`src/rtl/uart_rx_fifo.sv`:
```
// UART 8N1 receiver with oversampled start/data/stop detection feeding a small byte FIFO.
// Latency: rx edge seen 2 clk later (synchroniser); a good byte is readable the cycle after its stop-sample tick.
// Backpressure: rd_valid/rd_ready pop interface; a good byte arriving while full is dropped and flags overrun.
//
// Ports:
//   clk        system clock
//   rst        synchronous active-low reset
//   tick       one-cycle enable at OVERSAMPLE x baud
//   rx         asynchronous serial input, idles high
//   rd_data    byte at FIFO head (meaningful only while rd_valid)
//   rd_valid   FIFO not empty
//   rd_ready   consumer accepts rd_data; pop on rd_valid && rd_ready
//   frame_err  sticky: stop bit sampled low
//   overrun    sticky: good byte arrived while FIFO full
//   clr_err    one-cycle pulse clearing both sticky flags (a simultaneous set wins)

module uart_rx_fifo #(
   parameter int OVERSAMPLE = 16,
   parameter int DEPTH      = 4
) (
   input  logic       clk,
   input  logic       rst,
   input  logic       tick,
   input  logic       rx,
   output logic [7:0] rd_data,
   output logic       rd_valid,
   input  logic       rd_ready,
   output logic       frame_err,
   output logic       overrun,
   input  logic       clr_err
);

   localparam int CW = $clog2(OVERSAMPLE);
   localparam int PW = $clog2(DEPTH);

   localparam logic [CW-1:0] CNT_MID  = CW'(OVERSAMPLE / 2 - 1);
   localparam logic [CW-1:0] CNT_END  = CW'(OVERSAMPLE - 1);
   localparam logic [PW:0]   CNT_FULL = (PW + 1)'(DEPTH);

   typedef enum logic [2:0] {
      S_IDLE,
      S_START,
      S_DATA,
      S_STOP,
      S_WAIT_HIGH
   } state_e;

   // ------------------------------------------------------------------
   // Input synchroniser (resets to the idle-high level so a reset never
   // looks like a start edge)
   // ------------------------------------------------------------------
   logic sync1_q;
   logic sync2_q;
   logic rx_s;

   assign rx_s = sync2_q;

   // ------------------------------------------------------------------
   // Receive FSM state
   // ------------------------------------------------------------------
   state_e          state_q, state_d;
   logic [CW-1:0]   cnt_q, cnt_d;
   logic [2:0]      bidx_q, bidx_d;
   logic [7:0]      shreg_q, shreg_d;

   logic            push;
   logic            set_ferr;
   logic            set_ovr;

   // ------------------------------------------------------------------
   // FIFO state
   // ------------------------------------------------------------------
   logic [7:0]      mem [DEPTH];
   logic [PW-1:0]   wr_ptr_q, wr_ptr_d;
   logic [PW-1:0]   rd_ptr_q, rd_ptr_d;
   logic [PW:0]     count_q, count_d;

   logic            pop;
   logic            fifo_full;

   logic            frame_err_q, frame_err_d;
   logic            overrun_q, overrun_d;

   assign rd_valid  = (count_q != '0);
   assign rd_data   = mem[rd_ptr_q];
   assign pop       = rd_valid && rd_ready;
   assign fifo_full = (count_q == CNT_FULL);

   assign frame_err = frame_err_q;
   assign overrun   = overrun_q;

   // ------------------------------------------------------------------
   // FSM next-state logic; everything advances only on tick
   // ------------------------------------------------------------------
   always_comb begin
      state_d  = state_q;
      cnt_d    = cnt_q;
      bidx_d   = bidx_q;
      shreg_d  = shreg_q;
      push     = 1'b0;
      set_ferr = 1'b0;
      set_ovr  = 1'b0;

      if (tick) begin
         case (state_q)
            S_IDLE: begin
               if (!rx_s) begin
                  state_d = S_START;
                  cnt_d   = '0;
               end
            end

            S_START: begin
               if (cnt_q == CNT_MID) begin
                  cnt_d = '0;
                  if (!rx_s) begin
                     state_d = S_DATA;
                     bidx_d  = 3'd0;
                  end else begin
                     // Start bit did not survive to mid-bit: treat as noise.
                     state_d = S_IDLE;
                  end
               end else begin
                  cnt_d = cnt_q + CW'(1);
               end
            end

            S_DATA: begin
               if (cnt_q == CNT_END) begin
                  // LSB-first line order: shift in at the MSB so bit 0 ends at the LSB.
                  shreg_d = {rx_s, shreg_q[7:1]};
                  cnt_d   = '0;
                  bidx_d  = bidx_q + 3'd1;
                  if (bidx_q == 3'd7) begin
                     state_d = S_STOP;
                  end
               end else begin
                  cnt_d = cnt_q + CW'(1);
               end
            end

            S_STOP: begin
               if (cnt_q == CNT_END) begin
                  cnt_d = '0;
                  if (rx_s) begin
                     state_d = S_IDLE;
                     // A same-cycle pop frees the slot even when full.
                     if (!fifo_full || pop) begin
                        push = 1'b1;
                     end else begin
                        set_ovr = 1'b1;
                     end
                  end else begin
                     state_d  = S_WAIT_HIGH;
                     set_ferr = 1'b1;
                  end
               end else begin
                  cnt_d = cnt_q + CW'(1);
               end
            end

            S_WAIT_HIGH: begin
               // Hold off until the line returns high so a break cannot
               // immediately re-trigger a start.
               if (rx_s) begin
                  state_d = S_IDLE;
               end
            end

            default: begin
               state_d = S_IDLE;
               cnt_d   = '0;
            end
         endcase
      end
   end

   // ------------------------------------------------------------------
   // FIFO pointer / occupancy logic
   // ------------------------------------------------------------------
   always_comb begin
      wr_ptr_d = wr_ptr_q;
      rd_ptr_d = rd_ptr_q;
      count_d  = count_q;

      if (push) begin
         wr_ptr_d = wr_ptr_q + PW'(1);
      end
      if (pop) begin
         rd_ptr_d = rd_ptr_q + PW'(1);
      end

      case ({push, pop})
         2'b10:   count_d = count_q + (PW + 1)'(1);
         2'b01:   count_d = count_q - (PW + 1)'(1);
         default: count_d = count_q;
      endcase
   end

   // ------------------------------------------------------------------
   // Sticky flags: set has priority over clear
   // ------------------------------------------------------------------
   always_comb begin
      frame_err_d = set_ferr | (frame_err_q & ~clr_err);
      overrun_d   = set_ovr  | (overrun_q   & ~clr_err);
   end

   // ------------------------------------------------------------------
   // State registers
   // ------------------------------------------------------------------
   always_ff @(posedge clk) begin
      if (!rst) begin
         sync1_q     <= 1'b1;
         sync2_q     <= 1'b1;
         state_q     <= S_IDLE;
         cnt_q       <= '0;
         bidx_q      <= 3'd0;
         shreg_q     <= 8'd0;
         wr_ptr_q    <= '0;
         rd_ptr_q    <= '0;
         count_q     <= '0;
         frame_err_q <= 1'b0;
         overrun_q   <= 1'b0;
      end else begin
         sync1_q     <= rx;
         sync2_q     <= sync1_q;
         state_q     <= state_d;
         cnt_q       <= cnt_d;
         bidx_q      <= bidx_d;
         shreg_q     <= shreg_d;
         wr_ptr_q    <= wr_ptr_d;
         rd_ptr_q    <= rd_ptr_d;
         count_q     <= count_d;
         frame_err_q <= frame_err_d;
         overrun_q   <= overrun_d;
      end
   end

   // Storage needs no reset: entries are only observable once written.
   always_ff @(posedge clk) begin
      if (rst && push) begin
         mem[wr_ptr_q] <= shreg_q;
      end
   end

endmodule

```
`config.mk`:
```
export PLATFORM = sky130hd
export DESIGN_NAME = uart_rx_fifo
export DESIGN_NICKNAME = d
export VERILOG_FILES = /design/src/rtl/uart_rx_fifo.sv
export SDC_FILE = /design/constraint.sdc
export NUM_CORES = 1
export LEC_CHECK = 0
export CAP_MARGIN = 20
export CORE_MARGIN = 1
export CORE_UTILIZATION = 25
export DETAILED_ROUTE_END_ITERATION = 10
export HOLD_SLACK_MARGIN = 0.03
export PLACE_DENSITY_LB_ADDON = 0.12
export REMOVE_ABC_BUFFERS = 1
export SLEW_MARGIN = 0
export SYNTH_ARGS = -nofsm -noshare
export SYNTH_HDL_FRONTEND = slang
export SYNTH_SLANG_ARGS = --single-unit
```
`constraint.sdc`:
```
create_clock -name clk -period 3.05 [get_ports clk]
set_clock_uncertainty 0.1 [all_clocks]
set_input_delay 0.4575 -clock clk [delete_from_list [all_inputs] [get_ports clk]]
set_output_delay 0.4575 -clock clk [all_outputs]
set_load 0.05 [all_outputs]
```
---- After elaboration in Yosys (flattened, before gate mapping) ----
Memories as Yosys holds them, arrays and structs flattened. A register that Yosys moved wholly into a read port is not among the register bits.
Index checks and enable logic that the tools add are counted.
W data, S select, Z words.
cells by class
  add/sub/neg operators ................... 6
  reduce and logical (&&, ||, !) cells .... 13
  equal/unequal tests ..................... 17
  multipliers ............................. 0
  mux-type cells .......................... 36
  shift operators ......................... 0
  div/mod/pow operators ................... 0
  bitwise logic cells ..................... 6
  $lt $le $gt $ge ......................... 0
operators with widths
  kind                   number
  $mux W3                10
  $mux W1                16
  $pmux W4 S4            1
  $pmux W3 S5            1
  $ne A2 B2 Y1 const B   7
  $mux W4                3
  $pmux W3 S2            2
  $eq A3 B3 Y1 const B   3
  $reduce_and A7 Y1      1
  $add A3 B1 Y3 const B  2
  $eq A3 B2 Y1 const B   2
  $mux W2                3
  $reduce_and A3 Y1      2
  $reduce_and A5 Y1      1
  $add A2 B1 Y2 const B  2
  $add A4 B1 Y4 const B  1
  $eq A4 B3 Y1 const B   1
  $eq A4 B4 Y1 const B   1
  $reduce_bool A2 Y1     2
  $eq A3 B1 Y1 const B   1
  $logic_not A3 Y1       1
  $reduce_bool A3 Y1     1
  $sub A3 B1 Y3 const B  1
  $and A1 B1 Y1          2
  other kinds (8)        11
storage, ports and cells
  output and inout bits ................... 11
  memory bits (read-only) ................. 0
  memory bits (writable) .................. 32
  word-level logic and storage cells ...... 90
  bits in latches ......................... 0
  register bits ........................... 29
  memories kept ........................... 1
  bits of input ports ..................... 6
memory list
  memory  words  width  rd ports  clocked after memory_dff  wr ports  line  source
  mem     4      8      1         1                         1         73    logic [7:0] mem [DEPTH];

---- Depth between registers and ports, before layout ----
Gate-level depths: netlist of the first run.
  depth after elaboration ................. 11
  gate-level depth with buffers ........... 10
  gate-level depth less buffers ........... 10

---- Worst setup path before layout of the first run ----
No wires, ideal clock.
  kind .................................... in2reg
  start point ............................. in rd_ready
  end point ............................... reg count_q[2]
  path buffers ............................ 0
  data required time ...................... 2.874 ns
  path slack .............................. 0.561 ns
  arrival time ............................ 2.314 ns
  cell stages on the path ................. 9
  cells stage by stage .................... or4b_1 -> nor4b_4 -> inv_1 -> ha_1 -> inv_1 -> fa_1 -> xor2_1 -> or3_1 -> a21boi_0
between the ends
  cells in the longest elaborated chain, start to end .. 9
ends and longest elaborated chain
  what                                                      line  source
  start: declaration                                        27    input logic rd_ready,
  $logic_and A1 B1 Y1 *                                     86    assign pop = rd_valid && rd_ready;
  $logic_or A1 B1 Y1                                        148   if (!fifo_full || pop) begin
  $mux W1                                                   148
  $mux W1                                                   145   if (rx_s) begin
  $mux W1                                                   143   if (cnt_q == CNT_END) begin
  $mux W1                                                   105   case (state_q)
  $mux W1                                                   104   if (tick) begin
  $eq A2 B1 Y1 / $eq A2 B2 Y1 (equally long branches)       193   case ({push, pop})
  $pmux W3 S2 / $reduce_bool A2 Y1 (equally long branches)  -
  end signal: assignment                                    233   count_q <= count_d;
  end: declaration                                          76    logic [PW:0] count_q, count_d;
Every way passes the cells marked *; elsewhere a longest branch is shown, timed or not.
A chain may end at the register's enable or synchronous reset.

==> results list, run 1 <==
* Post-Syn Area: 2680 um^2
* Cell Area, Placed: 3010 um^2
* Worst min-delay path startpoint: sync1_q
* Max Buffers Root-to-Sink: 2
* Seq cells post-synth: 63
* Launching point of the worst reg2reg path: count_q[0]
* Total area of multi-input combinational cells: 1030 um^2
* Critical Path AT: 2.25 ns
- Critical path class: flop to output pin
- Number of global-route vias before repair: 1,502
* Share of Yosys cell area claimed by the top area cell type: 35.9%
- RSZ-0062 raised after global routing: no
- Fill count: 1,099
- Maximum frequency from static timing analysis: 356 MHz
- Max-cap violations in this run came to 0.
* Leakage power total: 0.00112 uW
- For this run, the share of the core covered by cells in the final layout is 30.7%.
* Source-to-sink clock delay at the later pin of the worst-skew pair: 0.34 ns
* Share of cells above drive strength 1: 17.7%
* Top cells by count, synth: sky130_fd_sc_hd__edfxtp_1 (32), sky130_fd_sc_hd__dfxtp_1 (31), sky130_fd_sc_hd__nor2b_1 (15)
- Global routing used 9.52% of the available tracks across all layers.
- First-pass GRT wire length: 7890 um
- STA classifies the critical path endpoint as an output pin.
* Total inserted antenna cells: 0
* Core area: 10,400 um^2
- After detailed routing, the number of vias per cell comes to 4.30.
- The most used flip-flop cell after synthesis is sky130_fd_sc_hd__edfxtp_1.
- Summing all non-filler instances in the final layout gives an area of 3180 um^2.
* DRC violation count after routing: 0
- Antenna violations before repair: 0
* Number of instances in the synthesized netlist: 197
* Number of unique standard cell types used by synthesis: 47
- Register Area: 1580 um^2
* Number of core rows: 37
- STA puts the critical path data required time at 2.49 ns.
* Post-synthesis async set-or-reset flop share: 0%
- Critical path peak fanout: 5
- Final Wtd Congestion: 0.692
- Starting Density: 25.8%
- Number of buffers created by CTS: 9
- Worst hold slack: 0.317 ns
- 17 I/O pins were placed.
- Wires add up to 4790 um.
- The clock net in this run drives a total of 63 sinks.
* Total negative setup slack: 0 ns
* Part of the cycle the worst path needs: 92.1%
- In this run, post-CTS repair resized a total of 0 instances.
* Htree depth: 3
- Result of the run: completed
- The worst pin sits at a relative slew slack of 59.5%.
* Final Slew Violations: 0
* Die footprint: 11,100 um^2
- Post-CTS timing repair inserted 0 buffers for setup.
- The worst setup path is launched from a flop.
- TritonCTS clock tree: built
* Post-detailed-route wirelength per cell: 13.2 um
- In this run the mean area of a mapped cell was 13.6 um^2.
- Sequential cells were found to cover 59.0% of the synthesized design area.
* Vias post-DR: 1,555
* Cell types with the largest area share after synthesis: sky130_fd_sc_hd__edfxtp_1 (36%), sky130_fd_sc_hd__dfxtp_1 (23%), sky130_fd_sc_hd__mux4_2 (6.7%)
- Chip width: 106 um
- Power spread over the standard cell area amounts to 485 nW/um^2.
- Relative to the synthesized area, the layout overhead comes to 18.8%.
- Type of the tightest min-delay check: flop to flop
* Post-route antenna net violation count: 0
* Time the final worst path needs with I/O delays and setup: 2.81 ns
- Final HPWL from detailed placement: 3170 um
- DRC violation total after the first TritonRoute iteration: 61
- CTS placed an instance of sky130_fd_sc_hd__clkbuf_8 at the clock tree root.
* First-pass detailed-route iteration total: 4
* Post-synthesis cell type with the largest combined area: sky130_fd_sc_hd__edfxtp_1
- Vertical extent of the die: 106 um
- Actual transition at the worst max-transition pin: 0.603 ns
* Most common cell in the netlist: sky130_fd_sc_hd__edfxtp_1
- Worst voltage drop across the vdd grid: 0.183 mV
- In this run, synthesis inferred 32 flip-flops with an integrated enable.
- Clock slew at the register clock pins of the worst setup and hold paths: 0.07 ns
- For this design, the CTS-stage hold fixing added 0 buffers.
- Entering global routing, the biggest net connects 20 pins.
- Warning count from the yosys run: 0
* Final Hold Violating Endpoints: 0
- Number of port buffers: 16
- Setup violations remaining at the end of the flow were counted as 0.
- Total gr overflow: 0
* Net count reported at finish: 236
[per-layer routing]
| layer | wire length, um | track usage (%) |
|---|---|---|
| met3 | 177 | 3.90 |
| met1 | 2260 | 11.2 |
| met2 | 2280 | 15.4 |
| met5 | 0 | 0 |
| met4 | 78 | 3.87 |
[sequential cells by signal, summed over array words and instances, names as in the netlist, named ones only]
| register | count |
|---|---|
| mem | 32 |
| shreg_q | 8 |
| cnt_q | 4 |
| bidx_q | 3 |
| count_q | 3 |
| state_q | 3 |
| rd_ptr_q | 2 |
| wr_ptr_q | 2 |
| frame_err | 1 |
| overrun | 1 |
| rx_s | 1 |
| sync1_q | 1 |
[where the power goes]
part           leakage [uW]  switching [uW]  internal, uW
Combinational      0.000417            12.9          14.9
Clock             0.0000776             339           293
Sequential         0.000623            2.44           882
[worst paths after layout]
check | to | depth (start not counted) | slack, ns
min reg2reg | rx_s | 1 | 0.32
max | rd_data[2] | 3 | 0.24
max reg2reg | count_q[2] | 9 | 0.55
min | rx_s | 1 | 0.32
[cell type report]
| class | count | area share (%) |
|---|---|---|
| Clock inverter | 7 | 1.53 |
| Clock buffer | 9 | 3.89 |
| Timing Repair Buffer | 22 | 6.45 |
| Multi-Input combinational cell | 118 | 32.3 |
| Inverter | 7 | 0.825 |
| Tap cell | 136 | 5.35 |
| Sequential cell | 63 | 49.7 |
[metrics by stage]
step	setup WS [ns]	instances	total power, uW
final	0.242	362	1540
after global routing	0.111	362	1610
after CTS	0.176	362	1570
after detailed placement	0.0617	346	932
after global placement	0.0804	346	933
after floorplan	0.561	188	912
[cells by family (layout without fill, tap and decap cells)]
family	after synthesis	count (layout)	share of synthesized area [%]
flip-flops	63	63	59.0
AND/OR/NAND/NOR	58	58	14.3
AO/OA/AOI/OAI	28	28	7.33
multiplexers	17	17	10.1
buffers and inverters	16	45	2.80
adder cells (fa/ha/maj)	9	9	4.48
XOR/XNOR	6	6	1.96
[placed cells by master, fill, tap and decap left out, types with 2 or more instances in the layout]
master	instances
sky130_fd_sc_hd__or4b_1	2
sky130_fd_sc_hd__o21ai_0	7
sky130_fd_sc_hd__clkbuf_8	9
sky130_fd_sc_hd__nor2b_1	15
sky130_fd_sc_hd__nand3_1	2
sky130_fd_sc_hd__xor2_1	3
sky130_fd_sc_hd__inv_1	7
sky130_fd_sc_hd__nor2_1	2
sky130_fd_sc_hd__clkdlybuf4s50_1	16
sky130_fd_sc_hd__and3_2	4
sky130_fd_sc_hd__a21boi_0	5
sky130_fd_sc_hd__edfxtp_1	32
sky130_fd_sc_hd__nand2b_1	3
sky130_fd_sc_hd__clkinvlp_4	4
sky130_fd_sc_hd__dfxtp_1	31
sky130_fd_sc_hd__or3_1	3
sky130_fd_sc_hd__buf_4	6
sky130_fd_sc_hd__xnor2_1	3
sky130_fd_sc_hd__ha_1	8
sky130_fd_sc_hd__a22oi_1	2
sky130_fd_sc_hd__mux4_2	8
sky130_fd_sc_hd__mux2i_1	9
sky130_fd_sc_hd__clkinv_2	2
sky130_fd_sc_hd__o31ai_1	2
sky130_fd_sc_hd__nand2_1	11
sky130_fd_sc_hd__and2_1	7
[worst max-delay path, stage by stage (launching register included)]
cell                              delay, ns
sky130_fd_sc_hd__dfxtp_1               0.48
sky130_fd_sc_hd__buf_4                 0.23
sky130_fd_sc_hd__mux4_2                0.50
sky130_fd_sc_hd__clkdlybuf4s50_1       0.71
No activity file was read; power rests on OpenSTA's default activity.
==> run 2: changes to the inputs <==
Settings changed: GPL_TIMING_DRIVEN set to 0.
Clock period 3.05 ns to 2.65 ns, I/O delays scaled along.
==> run 2 against run 1 <==
  * Utilization grew 0.35 points
  * Setup slack lost 0.12 ns
  * Sequential power grew 15%
  * Sequential share of layout area shrank 0.52 points
  * Design area grew 1.1%
==> results list, run 2 (synthesis gave the netlist of run 1 again) <==
- Result of the run: completed (unchanged).
* Post-route antenna net violation count: 0 (unchanged)
* Vertical extent of the die: 106 um (unchanged)
* Worst voltage drop across the vdd grid: 0.244 mV (was 0.183 mV)
- The wire length of the first global-routing pass was 7690 um (was 7890 um).
- Htree depth: 3 (unchanged)
- The end-of-flow core utilization was 31.0% (was 30.7%).
- Total inserted antenna cells: 0 (unchanged)
* Count of cells along the worst hold path: 1 (unchanged)
- Wirelength, routed: 4780 um (was 4790 um)
- Total gr overflow: 0 (unchanged)
- The full die area is 11,100 um^2 (unchanged).
- First-pass detailed-route iteration total: 4 (unchanged)
- IO Pins: 17 (unchanged)
- The synthesis-to-layout area growth came to 20.2% (was 18.8%).
- Commonest non-fill, non-tap cells in the layout: sky130_fd_sc_hd__edfxtp_1 (32), sky130_fd_sc_hd__dfxtp_1 (30), sky130_fd_sc_hd__nor2b_1 (15) (was sky130_fd_sc_hd__edfxtp_1 (32), sky130_fd_sc_hd__dfxtp_1 (31), sky130_fd_sc_hd__clkdlybuf4s50_1 (16)).
- The cts-stage hold buffer count was 0 (unchanged).
- Most frequent standard cell in the layout excluding fill and tap cells: sky130_fd_sc_hd__edfxtp_1 (unchanged)
- Net count reported at finish: 233 (was 236)
- Total track usage: 9.34% (was 9.52%)
* Drt via density: 4.20 (was 4.30)
- Endpoint, Worst Hold: rx_s (unchanged)
* Worst min-delay path startpoint: sync1_q (unchanged)
- Setup violators final: 0 (unchanged)
- The routability-driven placement congestion ratio came to 0.681 (was 0.692).
- The register bank with the most flops was mem (unchanged).
* Actual transition at the worst max-transition pin: 0.633 ns (was 0.603 ns)
- Total non-filler cell area in the finished layout: 3220 um^2 (was 3180 um^2)
- The count of max-cap constraint violations came to 0 (unchanged).
- The critical path required time came to 2.82 ns (was 2.49 ns).
- The category of the critical setup timing path is primary input to flop (was flop to output pin).
- DRC violation count after routing: 0 (unchanged)
- The smallest setup slack after layout came to 0.117 ns (was 0.242 ns).
- Critical path peak fanout: 2 (was 5)
* Chip width: 106 um (unchanged)
* TritonCTS clock tree: built (unchanged)
- The CTS clock-pin slew for the worst setup and hold paths was 0.07 ns (about the same).
* Number of buffers created by CTS: 9 (unchanged)
* Destination of the worst register-to-register timing path: count_q[2] (unchanged)
* Time the final worst path needs with I/O delays and setup: 2.53 ns
* Startpoint type of the worst setup path: primary input (was flop)
- RSZ-0062 raised after global routing: no (unchanged)
- Kind of capture point of the worst setup path: flop (was output pin)
* Root Buffer Master: sky130_fd_sc_hd__clkbuf_8 (unchanged)
- Worst reg-to-reg path cell count: 9 (unchanged)
- The number of sinks on the clock net is 63 (unchanged).
- Cell Area, Placed: 3000 um^2 (was 3010 um^2)
* Critical Path AT: 2.71 ns (was 2.25 ns)
- Leakage power total: 0.00118 uW (was 0.00112 uW)
* Maximum frequency from static timing analysis: 395 MHz
- The worst slack after detailed placement came to -0.346 ns (was 0.0617 ns).
- Core area: 10,400 um^2 (unchanged)
- Number of core rows: 37 (unchanged)
- Largest registers in the final layout: mem (32), shreg_q (8), cnt_q (4) (unchanged)
* Max Buffers Root-to-Sink: 2 (unchanged)
- The number of input and output port buffers inserted is 16 (unchanged).
* Slack of the worst reg-to-reg path: 0.19 ns (was 0.55 ns)
* DRC violation total after the first TritonRoute iteration: 77 (was 61)
- The fill cell instance count of the final layout was 1,082 (was 1,099).
* Slew Limit Headroom: 57.4% (was 59.5%)
- Final Hold Violating Endpoints: 0 (unchanged)
* Share of cells above drive strength 1: 17.0% (was 17.7%)
- The maximum number of pins on one net before global-route repair was 24 (was 20).
- The total via count after detailed routing is 1,508 (was 1,555).
- The post-DP HPWL was 3050 um (was 3170 um).
- Type of the tightest min-delay check: flop to flop (unchanged)
* Worst hold slack: 0.307 ns (was 0.317 ns)
- The via count of the first global-routing pass came to 1,430 (was 1,502).
- The average routed wire per standard cell is 13.3 um (was 13.2 um).
* Power density normalized to cell area: 605 nW/um^2 (was 485 nW/um^2)
* Antenna violations before repair: 0 (unchanged)
- The initial core utilization came to 25.8% (unchanged).
- Source-to-sink clock delay at the later pin of the worst-skew pair: 0.34 ns (about the same)
- Launching point of the worst reg2reg path: count_q[0] (unchanged)
- The final critical path takes up 95.6% of the cycle.
- The number of flip-flops under the largest register name came to 32 (unchanged).
* Final Slew Violations: 0 (unchanged)
==> run 2: critical path, stage by stage <==
cell and delay [ns]:
sky130_fd_sc_hd__clkdlybuf4s50_1 0.42, sky130_fd_sc_hd__or4b_4 0.50, sky130_fd_sc_hd__nor4b_4 0.15, sky130_fd_sc_hd__inv_1 0.06, sky130_fd_sc_hd__ha_1 0.17, sky130_fd_sc_hd__inv_1 0.06, sky130_fd_sc_hd__fa_1 0.37, sky130_fd_sc_hd__xor2_1 0.16
sky130_fd_sc_hd__or3_1 0.30, sky130_fd_sc_hd__a21boi_1 0.12
==> run 2: layer usage <==
metal / vias to the layer above / track usage, % / wire (um)
met5: - / 0 / 0
met4: 0 / 3.27 / 59
met3: 7 / 4.02 / 211
met2: 23 / 15.1 / 2230
met1: 711 / 11.1 / 2280
li1: 767 / - / -
==> run 2: worst max path at each step <==
stage          startpoint         end  depth (start not counted)
3_3_place_gp         tick   bidx_q[1]                          5
3_5_place_dp         tick  count_q[2]                         10
2_1_floorplan    rd_ready  count_q[2]                          9
6_report         rd_ready  count_q[2]                         10
4_1_cts          cnt_q[0]  count_q[2]                         10
5_1_grt          rd_ready  count_q[2]                         10
==> run 2: what timing repair did <==
action	4_1_cts	5_1_grt
endpoints found under the setup margin	9	2
setup buffers	0	1
pin swaps	1	2
endpoints found under the hold margin	0	0
gates cloned	0	0
gates resized for setup	9	2
==> run 2: per-stage QoR <==
stage	setup TNS, ns	instances	power, uW
detailed placement	-0.706	342	1070
CTS	0	358	1980
finish	0	359	1950
global placement	-9.18	340	1070
floorplan	0	188	1050
global route	0	359	2030
==> run 2: report_power, final <==
group / switching [uW] / internal, uW
combinational: 14.8 / 18.4
sequential: 2.83 / 1020
clock: 369 / 526
==> run 2: layout make-up <==
type,instances,area [um^2],share of cell area [%]
timing repair buffer,19,196,6.10
multi-input combinational,118,1030,32.0
sequential,63,1580,49.2
clock buffer,10,128,3.96
inverter,7,26.3,0.816
tap,136,170,5.29
clock inverter,6,85.1,2.64
==> RTL edit 1, RTL diff (config.mk and constraints of run 2) <==
`OVERSAMPLE`: 16 -> 32.
--- a/src/rtl/uart_rx_fifo.sv
+++ b/src/rtl/uart_rx_fifo.sv
@@ -16,5 +16,5 @@
 
 module uart_rx_fifo #(
-   parameter int OVERSAMPLE = 16,
+   parameter int OVERSAMPLE = 32,
    parameter int DEPTH      = 4
 ) (
Formal check against the unedited RTL: same outputs for any inputs over 10 cycles, from zero or initial values and one cycle with rst low; that may be too few to reach the edited logic, so the function may still have changed.
==> RTL edit 1 against run 2 <==
  * Sequential cell count is 1 higher
  * Count of clock-buffer cells in the layout decreased by 1
  * Cell area grew 3.1%
  * Power rose by 3.9%
  * Largest power group unchanged
  * Hold slack improved by 0.014 ns
  * Area after synthesis rose by 2.0%
  * Critical path depth unchanged
  * Routed wire length up 5.4%
  * Die area up 1.9%
  * Setup slack improved by 0.00065 ns
  * Maximum frequency about the same
==> RTL edit 1: results (changes against run 2) <==
INFO  timing         hold_ws=0.320ns [+0.0136 ns]
INFO  die            die-area=11,300um^2 [+1.9%]
INFO  setup_path     r2r_slack=0.15ns [-0.04 ns]
INFO  place          detailed_place_hpwl=3.13mm [+2.5%]
INFO  setup_path     cp.arrival=2.70ns [about the same]
INFO  routing        vias_per_cell=4.30 [+2.3%]
INFO  grt            grtUsageMet2=0.160 [+0.00871]
INFO  finish         nFillCells=1,095 [+1.2%]
INFO  synth          synth.yosys.seq_area_share=0.586 [-0.00403]
INFO  grt            grt_util_met3=0.0392 [-0.000958]
INFO  synth          yosysUniqueCellTypes=44 [-6.4%]
INFO  routing        routed-wl-met2=2.33mm [+4.6%]
INFO  grt            grt_first_pass_wirelength=8.65mm [+12%]
INFO  power_and_ir_drop sw_frac_of_total=0.217 [+0.0183]
INFO  synth          yosys-mux-area-fraction=0.117 [+0.0164]
INFO  status         outcome=complete, no violations
INFO  synth          synthTopCellsByCount=sky130_fd_sc_hd__dfxtp_1, sky130_fd_sc_hd__edfxtp_1, sky130_fd_sc_hd__nor2_1, sky130_fd_sc_hd__nand2_1, sky130_fd_sc_hd__mux2i_1
INFO  clocking       postCtsResizedCells=13 [+4]
INFO  routing        met1_length=2.47mm [+8.1%]
INFO  routing        met3WireLength=184um [-13%]
INFO  finish         area.share.sequential=0.484 [-0.00747]
INFO  synth          post_synth_fa_ha_maj_area_fraction=0.0577 [+0.0129]
INFO  routing        drt-initial-drc-count=29 [-62%]
INFO  finish         drive_gt1_frac=0.194 [+0.0238]
INFO  grt            via_count_of_the_first_global_routing_pass=1,721 [+20%]
INFO  synth          synth-compound-area-share=0.0582 [-0.0152]
INFO  place          place_congestion=0.646 [-5.1%]
INFO  finish         layout.sequential_cells=64 [+1.6%]
INFO  place          dp.cells=357 [+4.4%]
INFO  timing         worstMarginPinSlew=0.928ns [+0.295 ns]
INFO  synth          postSynthCellCount=212 [+7.6%]
INFO  place          dp_slack=-0.344ns [+0.00274 ns]
INFO  timing         min_period=2.53ns [-0.000654 ns]
INFO  finish         footprint_of_the_flip_flops_and_latches=1610um^2 [+1.6%]
INFO  finish         area_of_combinational_cells_with_multiple_inputs=1080um^2 [+5.1%]
INFO  finish         n_clock_buffer=9 [-1]
INFO  finish         layout.clock.cell_area_share=0.0682 [+0.00213]
INFO  finish         final_std_cells_w_o_fill=378 [+5.3%]
INFO  setup_path     worst_r2r_path_depth=12 [+3]
[RTL edit 1: cell count changes in the layout (fill, tap and decap cells not counted), moves of 5 or more]
cell | before | now
sky130_fd_sc_hd__nor2_1 | 2 | 23
sky130_fd_sc_hd__a21oi_1 | 1 | 8
sky130_fd_sc_hd__o21ai_0 | 7 | 2
sky130_fd_sc_hd__and2_1 | 7 | 0
sky130_fd_sc_hd__mux2i_1 | 9 | 14
sky130_fd_sc_hd__nor2b_1 | 15 | 1
[RTL edit 1: power by group through the flow]
stage          clock network [uW]  logic, uW  registers, uW
3_5_place_dp                    0       41.4           1060
5_1_grt                      1020       45.0           1040
3_3_place_gp                    0       41.4           1060
2_1_floorplan                   0       22.2           1060
4_1_cts                       992       41.5           1040
6_report                      948       40.5           1040
==> RTL edit 2, RTL diff (config.mk and constraints of run 2) <==
Without the edit above. Add an input register stage for `rx`, without a reset; this delays it by one clock. The other inputs are not delayed to match. Comments in the files are not updated.
--- a/src/rtl/uart_rx_fifo.sv
+++ b/src/rtl/uart_rx_fifo.sv
@@ -45,4 +45,10 @@
       S_WAIT_HIGH
    } state_e;
+
+   logic rx_q;
+
+   always_ff @(posedge clk) begin
+      rx_q <= rx;
+   end
 
    // ------------------------------------------------------------------
@@ -223,5 +229,5 @@
          overrun_q   <= 1'b0;
       end else begin
-         sync1_q     <= rx;
+         sync1_q     <= rx_q;
          sync2_q     <= sync1_q;
          state_q     <= state_d;
Formal check against the unedited RTL: no difference found for any inputs over 10 cycles, from zero or initial values and one cycle with rst low; that may be too few to reach the edited logic, so the function may still have changed.
==> RTL edit 2 against run 2 <==
  * Area after synthesis is 0.33% higher
  * First-iteration DRC count is 48% lower
  * Setup slack better by 0.041 ns
  * Sequential cell count is 1 higher
  * Maximum frequency is 1.6% higher
  * Cell area is 0.27% higher
  * Power is 7.3% higher
  * Utilization is 0.084 points higher
  * Routed wire length is 1.6% higher
  * Largest power group unchanged
  * Highest routed layer unchanged
==> RTL edit 2: results (changes against run 2) <==
INFO  finish         area_of_combinational_cells_with_multiple_inputs=1010um^2 [-2.3%]
INFO  finish         drive_gt1_frac=0.138 [-0.0326]
INFO  finish         number_of_inverters_outside_the_clock_class_in_the_layout=8 [+1]
INFO  synth          synthTopCellsByCount=sky130_fd_sc_hd__dfxtp_1, sky130_fd_sc_hd__edfxtp_1, sky130_fd_sc_hd__nor2b_1, sky130_fd_sc_hd__nand2_1, sky130_fd_sc_hd__mux2i_1
INFO  grt            grt_util_met3=0.0390 [-0.00124]
INFO  place          dp_slack=-0.381ns [-0.0342 ns]
INFO  place          total_cell_area_at_the_placement_stage=2980um^2 [-0.87%]
INFO  synth          yosysUniqueCellTypes=46 [-2.1%]
INFO  synth          synth_area_leaders=sky130_fd_sc_hd__edfxtp_1, sky130_fd_sc_hd__dfxtp_1, sky130_fd_sc_hd__mux4_2
INFO  routing        drt-initial-drc-count=40 [-48%]
INFO  finish         multi_input_area_share=0.312 [-0.00823]
INFO  synth          synth-xor-area-share=0.0196 [-0.0000639]
INFO  finish         num-multi-input-gates=119 [+0.85%]
INFO  power_and_ir_drop p_sw=415uW [+7.4%]
INFO  finish         layout.sequential_cells=64 [+1.6%]
INFO  timing         worstMarginPinSlew=1.08ns [+0.443 ns]
INFO  synth          synth-compound-area-share=0.0666 [-0.00676]
INFO  setup_path     cp.arrival=2.66ns [-0.05 ns]
INFO  finish         layout.clock.cell_area_share=0.0752 [+0.00912]
INFO  synth          yosys-mux-area-fraction=0.101 [-0.000329]
INFO  setup_path     timing.critical_path.slowest_cell_delay=0.55ns [+0.05 ns]
INFO  synth          postSynthCellCount=200 [+1.5%]
INFO  finish         nFillCells=1,080 [-0.18%]
INFO  grt            grt_max_degree=20 [-17%]
INFO  finish         footprint_of_the_flip_flops_and_latches=1600um^2 [+1.3%]
INFO  setup_path     critical_path.max_fanout=5 [+3]
INFO  setup_path     r2r_slack=0.16ns [-0.03 ns]
INFO  finish         n_all_buffers=18 [-1]
INFO  finish         n_clock_buffer=9 [-1]
INFO  clocking       postCtsResizedCells=10 [+1]
INFO  routing        met1_length=2.31mm [+1.1%]
INFO  routing        wl_per_cell=13.5um [+1.1%]
INFO  timing         layout_worst_path_cycle_share=0.940 [-0.0154]
INFO  place          dp.cells=344 [+0.58%]
INFO  grt            grtUsageMet2=0.162 [+0.0116]
INFO  status         outcome=complete, no violations
INFO  grt            grt_first_pass_wirelength=8.19mm [+6.5%]
INFO  routing        routed_via_count=1,535 [+1.8%]
INFO  routing        met3WireLength=154um [-27%]
INFO  place          place_congestion=0.698 [+2.6%]
INFO  power_and_ir_drop power_leakage=0.00119uW [+1.1%]
INFO  synth          post_synth_fa_ha_maj_area_fraction=0.0447 [-0.000146]
INFO  routing        routed-wl-met2=2.34mm [+4.8%]
INFO  synth          synth.yosys.seq_area_share=0.596 [+0.00552]
INFO  grt            track_usage=0.0990 [+0.00554]
## RTL edit 2: path summary, 6_finish.rpt
check	end	depth (start not counted)
setup / recovery	count_q[2]$_SDFFE_PN0P_	9
hold / removal	rx_s$_SDFF_PN1_	1
setup reg to reg	count_q[2]$_SDFFE_PN0P_	9
hold reg to reg	rx_s$_SDFF_PN1_	1
## RTL edit 2: power groups by stage
stage	combinational, uW	clock [uW]	sequential, uW
6_report	32.3	1020	1030
2_1_floorplan	12.8	0	1060
3_3_place_gp	31.6	0	1060
3_5_place_dp	33.7	0	1060
4_1_cts	33.6	1060	1030
5_1_grt	36.6	1100	1030
## RTL edit 2: cell families (layout without fill, tap and decap cells)
kind of cell | after synthesis | count (layout)
AO/OA/AOI/OAI | 26 | 26
multiplexers | 17 | 17
AND/OR/NAND/NOR | 61 | 61
buffers and inverters | 17 | 42
XOR/XNOR | 6 | 6
flip-flops | 64 | 64
adder cells (fa/ha/maj) | 9 | 9
